**src/rtl/cnt_seq_pkg.sv**
```systemverilog
// Shared types for the counter command sequencer.
//   op_e    : command opcode carried on cmd_op
//   state_e : sequencer FSM states
//   cmd_t   : one queued command (opcode, load value, run length)
// The field widths of cmd_t fix the default WIDTH / LEN_W of cnt_cmd_seq.
package cnt_seq_pkg;

  localparam int SEQ_WIDTH = 4;
  localparam int SEQ_LEN_W = 8;

  typedef enum logic [1:0] {
    OP_LOAD     = 2'b00,
    OP_RUN_UP   = 2'b01,
    OP_RUN_DOWN = 2'b10,
    OP_NOP      = 2'b11
  } op_e;

  typedef enum logic [1:0] {
    IDLE = 2'd0,
    LOAD = 2'd1,  // any single-cycle command: LOAD or NOP
    RUN  = 2'd2
  } state_e;

  typedef struct packed {
    op_e                  op;
    logic [SEQ_WIDTH-1:0] val;
    logic [SEQ_LEN_W-1:0] len;
  } cmd_t;

  // RUN_UP and RUN_DOWN are the only multi-cycle commands.
  function automatic logic is_run(input op_e op);
    return (op == OP_RUN_UP) || (op == OP_RUN_DOWN);
  endfunction

endpackage

```
**src/rtl/cnt_cmd_fifo.sv**
```systemverilog
// Synchronous command FIFO, DEPTH entries of cmd_t.
//   clk, rstn   : clock, asynchronous active-low reset (clears pointers)
//   push, din   : write request and payload; ignored when full
//   pop, dout   : read request; dout always shows the head entry
//   full, empty : derived from pointer compare
// Pointers carry one extra wrap bit so all DEPTH entries are usable.
module cnt_cmd_fifo
  import cnt_seq_pkg::*;
#(
  parameter int DEPTH = 4
) (
  input  logic clk,
  input  logic rstn,
  input  logic push,
  input  cmd_t din,
  input  logic pop,
  output cmd_t dout,
  output logic full,
  output logic empty
);

  localparam int AW = $clog2(DEPTH);

  cmd_t          mem [DEPTH];
  logic [AW:0]   wr_ptr_reg;
  logic [AW:0]   rd_ptr_reg;
  logic          do_push;
  logic          do_pop;

  // Same index with different wrap bits means the writer lapped the reader.
  assign full    = (wr_ptr_reg[AW] != rd_ptr_reg[AW]) &&
                   (wr_ptr_reg[AW-1:0] == rd_ptr_reg[AW-1:0]);
  assign empty   = (wr_ptr_reg == rd_ptr_reg);
  assign do_push = push && !full;
  assign do_pop  = pop && !empty;

  always_ff @(posedge clk) begin
    if (do_push) begin
      mem[wr_ptr_reg[AW-1:0]] <= din;
    end
  end

  // Head is read combinationally so the sequencer can start a command in
  // the same cycle it pops it, which keeps back-to-back commands bubble-free.
  assign dout = mem[rd_ptr_reg[AW-1:0]];

  always_ff @(posedge clk or negedge rstn) begin
    if (!rstn) begin
      wr_ptr_reg <= '0;
      rd_ptr_reg <= '0;
    end else begin
      if (do_push) wr_ptr_reg <= wr_ptr_reg + (AW+1)'(1);
      if (do_pop)  rd_ptr_reg <= rd_ptr_reg + (AW+1)'(1);
    end
  end

endmodule

```
**src/rtl/cnt_cmd_seq.sv**
```systemverilog
// Command sequencer in front of an up/down counter.
//   clk, rstn          : clock, asynchronous active-low reset
//   cmd_valid/ready    : command handshake; cmd_ready = !full
//   cmd_op/val/len     : opcode, LOAD value, RUN length (run = len+1 cycles)
//   load/load_en/down  : registered drive to the counter
//   rollover           : counter at all-ones
//   busy               : a command is executing
//   done               : one-cycle pulse on the last cycle of each command
//   wrap_clr           : synchronous clear of wrap_cnt
//   wrap_cnt           : saturating count of rollover rising edges while busy
module cnt_cmd_seq
  import cnt_seq_pkg::*;
#(
  parameter int WIDTH = SEQ_WIDTH,
  parameter int DEPTH = 4,
  parameter int LEN_W = SEQ_LEN_W,
  parameter int CNT_W = 8
) (
  input  logic             clk,
  input  logic             rstn,
  input  logic             cmd_valid,
  output logic             cmd_ready,
  input  logic [1:0]       cmd_op,
  input  logic [WIDTH-1:0] cmd_val,
  input  logic [LEN_W-1:0] cmd_len,
  output logic [WIDTH-1:0] load,
  output logic             load_en,
  output logic             down,
  input  logic             rollover,
  output logic             busy,
  output logic             done,
  input  logic             wrap_clr,
  output logic [CNT_W-1:0] wrap_cnt
);

  cmd_t             push_cmd;
  cmd_t             head;
  logic             full;
  logic             empty;
  logic             push;
  logic             pop;
  logic             last;

  state_e           state_reg;
  state_e           state_next;
  logic [LEN_W-1:0] len_reg;
  logic [LEN_W-1:0] len_next;

  logic [WIDTH-1:0] load_next;
  logic             load_en_next;
  logic             down_next;
  logic             busy_next;
  logic             done_next;

  logic             rollover_q;
  logic             wrap_event;

  assign cmd_ready = !full;
  assign push      = cmd_valid && !full;
  assign push_cmd  = '{op: op_e'(cmd_op), val: cmd_val, len: cmd_len};

  cnt_cmd_fifo #(
    .DEPTH (DEPTH)
  ) u_fifo (
    .clk   (clk),
    .rstn  (rstn),
    .push  (push),
    .din   (push_cmd),
    .pop   (pop),
    .dout  (head),
    .full  (full),
    .empty (empty)
  );

  // Final cycle of the running command; the next one may start right after.
  assign last = (state_reg == LOAD) || ((state_reg == RUN) && (len_reg == '0));
  assign pop  = !empty && ((state_reg == IDLE) || last);

  // State register, including the registered counter drive.
  always_ff @(posedge clk or negedge rstn) begin
    if (!rstn) begin
      state_reg <= IDLE;
      len_reg   <= '0;
      load      <= '0;
      load_en   <= 1'b0;
      down      <= 1'b0;
      busy      <= 1'b0;
      done      <= 1'b0;
    end else begin
      state_reg <= state_next;
      len_reg   <= len_next;
      load      <= load_next;
      load_en   <= load_en_next;
      down      <= down_next;
      busy      <= busy_next;
      done      <= done_next;
    end
  end

  // Next state and run-length counter.
  always_comb begin
    state_next = state_reg;
    len_next   = len_reg;
    if (pop) begin
      if (is_run(head.op)) begin
        state_next = RUN;
        len_next   = head.len;
      end else begin
        state_next = LOAD;
        len_next   = '0;
      end
    end else if ((state_reg == IDLE) || last) begin
      state_next = IDLE;
      len_next   = '0;
    end else begin
      len_next   = len_reg - LEN_W'(1);
    end
  end

  // Output values for the coming cycle. load and down hold unless a command
  // explicitly sets them, so the counter keeps its last direction when idle.
  always_comb begin
    load_next    = load;
    load_en_next = 1'b0;
    down_next    = down;
    busy_next    = (state_next != IDLE);
    done_next    = (state_next == LOAD) || ((state_next == RUN) && (len_next == '0));
    if (pop) begin
      case (head.op)
        OP_LOAD: begin
          load_en_next = 1'b1;
          load_next    = head.val;
        end
        OP_RUN_UP:   down_next = 1'b0;
        OP_RUN_DOWN: down_next = 1'b1;
        default:     ;  // NOP changes nothing but occupies one busy cycle
      endcase
    end
  end

  // Wrap events: rising edge of rollover while a command is executing.
  assign wrap_event = rollover && !rollover_q && busy;

  always_ff @(posedge clk or negedge rstn) begin
    if (!rstn) begin
      rollover_q <= 1'b0;
      wrap_cnt   <= '0;
    end else begin
      rollover_q <= rollover;
      if (wrap_clr) begin
        wrap_cnt <= '0;
      end else if (wrap_event && !(&wrap_cnt)) begin
        wrap_cnt <= wrap_cnt + CNT_W'(1);
      end
    end
  end

endmodule

```
**config.mk**
```make
export PLATFORM = sky130hd
export DESIGN_NAME = cnt_cmd_seq
export DESIGN_NICKNAME = d
export VERILOG_FILES = /design/src/rtl/cnt_seq_pkg.sv /design/src/rtl/cnt_cmd_fifo.sv /design/src/rtl/cnt_cmd_seq.sv
export SDC_FILE = /design/constraint.sdc
export NUM_CORES = 1
export LEC_CHECK = 0
export ABC_AREA = 1
export CORE_UTILIZATION = 55
export CTS_CLUSTER_DIAMETER = 40
export DETAILED_ROUTE_END_ITERATION = 10
export MAX_ROUTING_LAYER = met4
export PLACE_DENSITY = 0.86
export REMOVE_ABC_BUFFERS = 1
export SYNTH_ARGS = -nofsm -noshare
export SYNTH_HDL_FRONTEND = slang
export SYNTH_HIERARCHICAL = 1
export SYNTH_SLANG_ARGS = --single-unit
```
**constraint.sdc**
```tcl
create_clock -name clk -period 3.14 [get_ports clk]
set_input_delay 0.628 -clock clk [delete_from_list [all_inputs] [get_ports clk]]
set_output_delay 0.628 -clock clk [all_outputs]
set_load 0.02 [all_outputs]
```
==> flow_metrics.env <==
export IMPL_status="complete, no violations"
export IMPL_cts_root_buf="clkbuf_8"
export IMPL_crit_path_end_kind="primary output"
export IMPL_synthCells=393
export IMPL_initialDrtViolationCount=125
export IMPL_wirelength_mm=7.48
export IMPL_clockBufferDepth=2
export IMPL_worst_pin_slew_ns=0.662
export IMPL_peakVddDrop_v=0.000574
export IMPL_initial_utilization=0.569
export IMPL_cts_tree="done"
export IMPL_die_h_microns=88.4
export IMPL_grt_pass1_wl_mm=12.0
export IMPL_row_count=31
export IMPL_met3RoutedLength_microns=344
export IMPL_powerDensity_nw_per_um2=873
export IMPL_whs_path_depth=2
export IMPL_overflow=0
export IMPL_timing_final_crit_share=0.856
export IMPL_io_pins=36
export IMPL_finalWorstSetupSlack_ns=0.451
export IMPL_dp_hpwl_mm=5.26
export IMPL_finalSetupViolations=0
export IMPL_hold_path_class="reg2reg"
export IMPL_yosys_warnings=6
export IMPL_cts_sinks=89
export IMPL_diodes=0
export IMPL_cts_setup_buffers=0
export IMPL_final_hold_violation_count=0
export IMPL_hold_start="load[3]"
export IMPL_fin_crit_ns=2.69
export IMPL_max_freq_ghz=0.372
export IMPL_start_kind="flop"
export IMPL_timing_critical_path_from="u_fifo/rd_ptr_reg[0]"
export IMPL_wirelength_met1_mm=3.35
export IMPL_finalNetCount=466
export IMPL_routed_via_density=5.13
export IMPL_die_x_microns=88.4
export IMPL_drive_above_1_share=0.149
export IMPL_critPathMaxFanout=15
export IMPL_dp_cells=525
export IMPL_dp_slack_ns=0.609
export IMPL_path_class="reg2out"
export IMPL_ys_seq_area_frac=0.611
export IMPL_core_sq_um=7210
export IMPL_grt_max_degree=34
export IMPL_arrival_ns=2.06
export IMPL_postCtsHoldBufs=0
export IMPL_maxSlewViolCount=0
export IMPL_numCtsBuffers=9
export IMPL_wl_met2_mm=3.66
export IMPL_worstReg2RegStart="u_fifo/rd_ptr_reg[0]"
export IMPL_antenna_found_initial=0
export IMPL_dieArea_sq_um=7810
export IMPL_grt_pass1_vias=2658
export IMPL_route_detailed_drc=0
export IMPL_io_buffers=35
export IMPL_drtPass1Iterations=4
export IMPL_reg2reg_depth=13
export IMPL_leakagePower_nw=2.05
export IMPL_mappedNetlistArea_sq_um=4100
export IMPL_gp_congestion=0.863
export IMPL_rsz0062_at_grt="false"
export IMPL_clock_latency_ns=0.36
export IMPL_grt_total_usage=0.216
export IMPL_required_ns=2.51
export IMPL_drv_cap=0
export IMPL_ctsResizeCount=0
export IMPL_ys_ff_latch=89
export IMPL_synth_avg_cell_area_sq_um=10.4
export IMPL_area_delta_synth_final_pct=16.0
export IMPL_wire_per_inst_microns=13.8
export IMPL_cts_htree_levels=3
export IMPL_via_count=2778
export IMPL_relSlewSlack=0.558
export IMPL_ant_nets=0
export IMPL_ys_types=34
export IMPL_largest_reg_flops=56
export IMPL_finalClockSkew_ns=0.00814
export IMPL_final_setup_tns_ns=0
export IMPL_clk_pin_slew_ns=0.09
export IMPL_top_layer_used="met4"
export IMPL_fin_cells=541
[through the flow]
stage | utilization | hold WS [ns] | total power, mW | instance area [sq um]
2_1_floorplan | - | 0.332 | 2.94 | 4050
3_3_place_gp | 0.634 | 0.468 | 3.37 | 4580
3_5_place_dp | 0.634 | 0.480 | 3.44 | 4580
4_1_cts | 0.660 | 0.501 | 4.18 | 4760
5_1_grt | 0.660 | 0.508 | 4.46 | 4760
6_report | 0.660 | 0.502 | 4.16 | 4760
[worst paths after layout]
kind,endpoint,slack [ns]
max reg2reg,done,0.63
min reg2reg,load[3],0.50
max in group asynchronous,wrap_cnt[5],2.16
min,load[3],0.50
min in group asynchronous,u_fifo/wr_ptr_reg[0],0.68
max,cmd_ready,0.45
[final cells by class]
| cell class | instances | area [sq um] |
|---|---|---|
| Timing Repair Buffer | 42 | 403 |
| Clock buffer | 10 | 138 |
| Sequential cell | 89 | 2510 |
| Tap cell | 99 | 124 |
| Clock inverter | 6 | 47.5 |
| Multi-Input combinational cell | 244 | 1350 |
| Inverter | 51 | 191 |
| Fill cell | 566 | 2450 |
[kinds of logic (layout without fill, tap and decap cells)]
kind of cell             count (synthesis)  count (layout)  synth area share
buffers and inverters                   60             109            0.0598
multiplexers                             1               1           0.00274
adder cells (fa/ha/maj)                 10              10            0.0305
AND/OR/NAND/NOR                        169             169             0.188
AO/OA/AOI/OAI                           60              60            0.0976
XOR/XNOR                                 4               4            0.0104
flip-flops                              89              89             0.611
[synth_stat cells, drive strengths merged]
cell     n  share of area
o21ai   36          0.046
buf      6         0.0095
o21a     1         0.0018
edfxtp  56           0.41
nor2    54          0.056
inv     50          0.046
o21bai   1         0.0046
nand4    4         0.0061
nand3b   3         0.0055
ha      10          0.030
clkinv   1        0.00091
xor2     3         0.0064
a211oi   1         0.0018
clkbuf   3         0.0037
a21oi    7         0.0085
mux2     1         0.0027
xnor2    1         0.0040
nand2   86          0.090
o22ai   14          0.035
nand3   22          0.031
dfrtp   33           0.20
[placed cells by master (no fill, tap or decap), types with 6 or more instances in the layout]
master / n
clkbuf_8: 10
inv_2: 9
ha_1: 10
o22ai_2: 9
dfrtp_1: 33
inv_1: 41
buf_4: 7
edfxtp_1: 56
o21ai_1: 11
nor2_1: 46
nand2_2: 6
nor2_2: 7
clkdlybuf4s50_1: 35
a21oi_1: 7
nand2_1: 76
nand3_1: 20
o21ai_0: 23
[worst max-delay path, stage by stage (launching register included)]
cell and delay [ns]:
dfrtp_1 0.58, xnor2_2 0.32, nand3_4 0.15, inv_1 0.10, inv_1 0.04, clkdlybuf4s50_1 0.52
[layer usage]
metal	global-route usage	up-vias
met2	0.356	61
met5	-	-
met3	0.0494	12
met4	0.0836	0
li1	-	1393
met1	0.260	1312
[report_power, final]
part / switching (mW) / internal (mW)
clock network: 0.417 / 0.318
registers: 0.183 / 1.56
logic: 1.08 / 0.605
total: 1.68 / 2.48
Note: power is estimated with default switching activity, not from simulation.
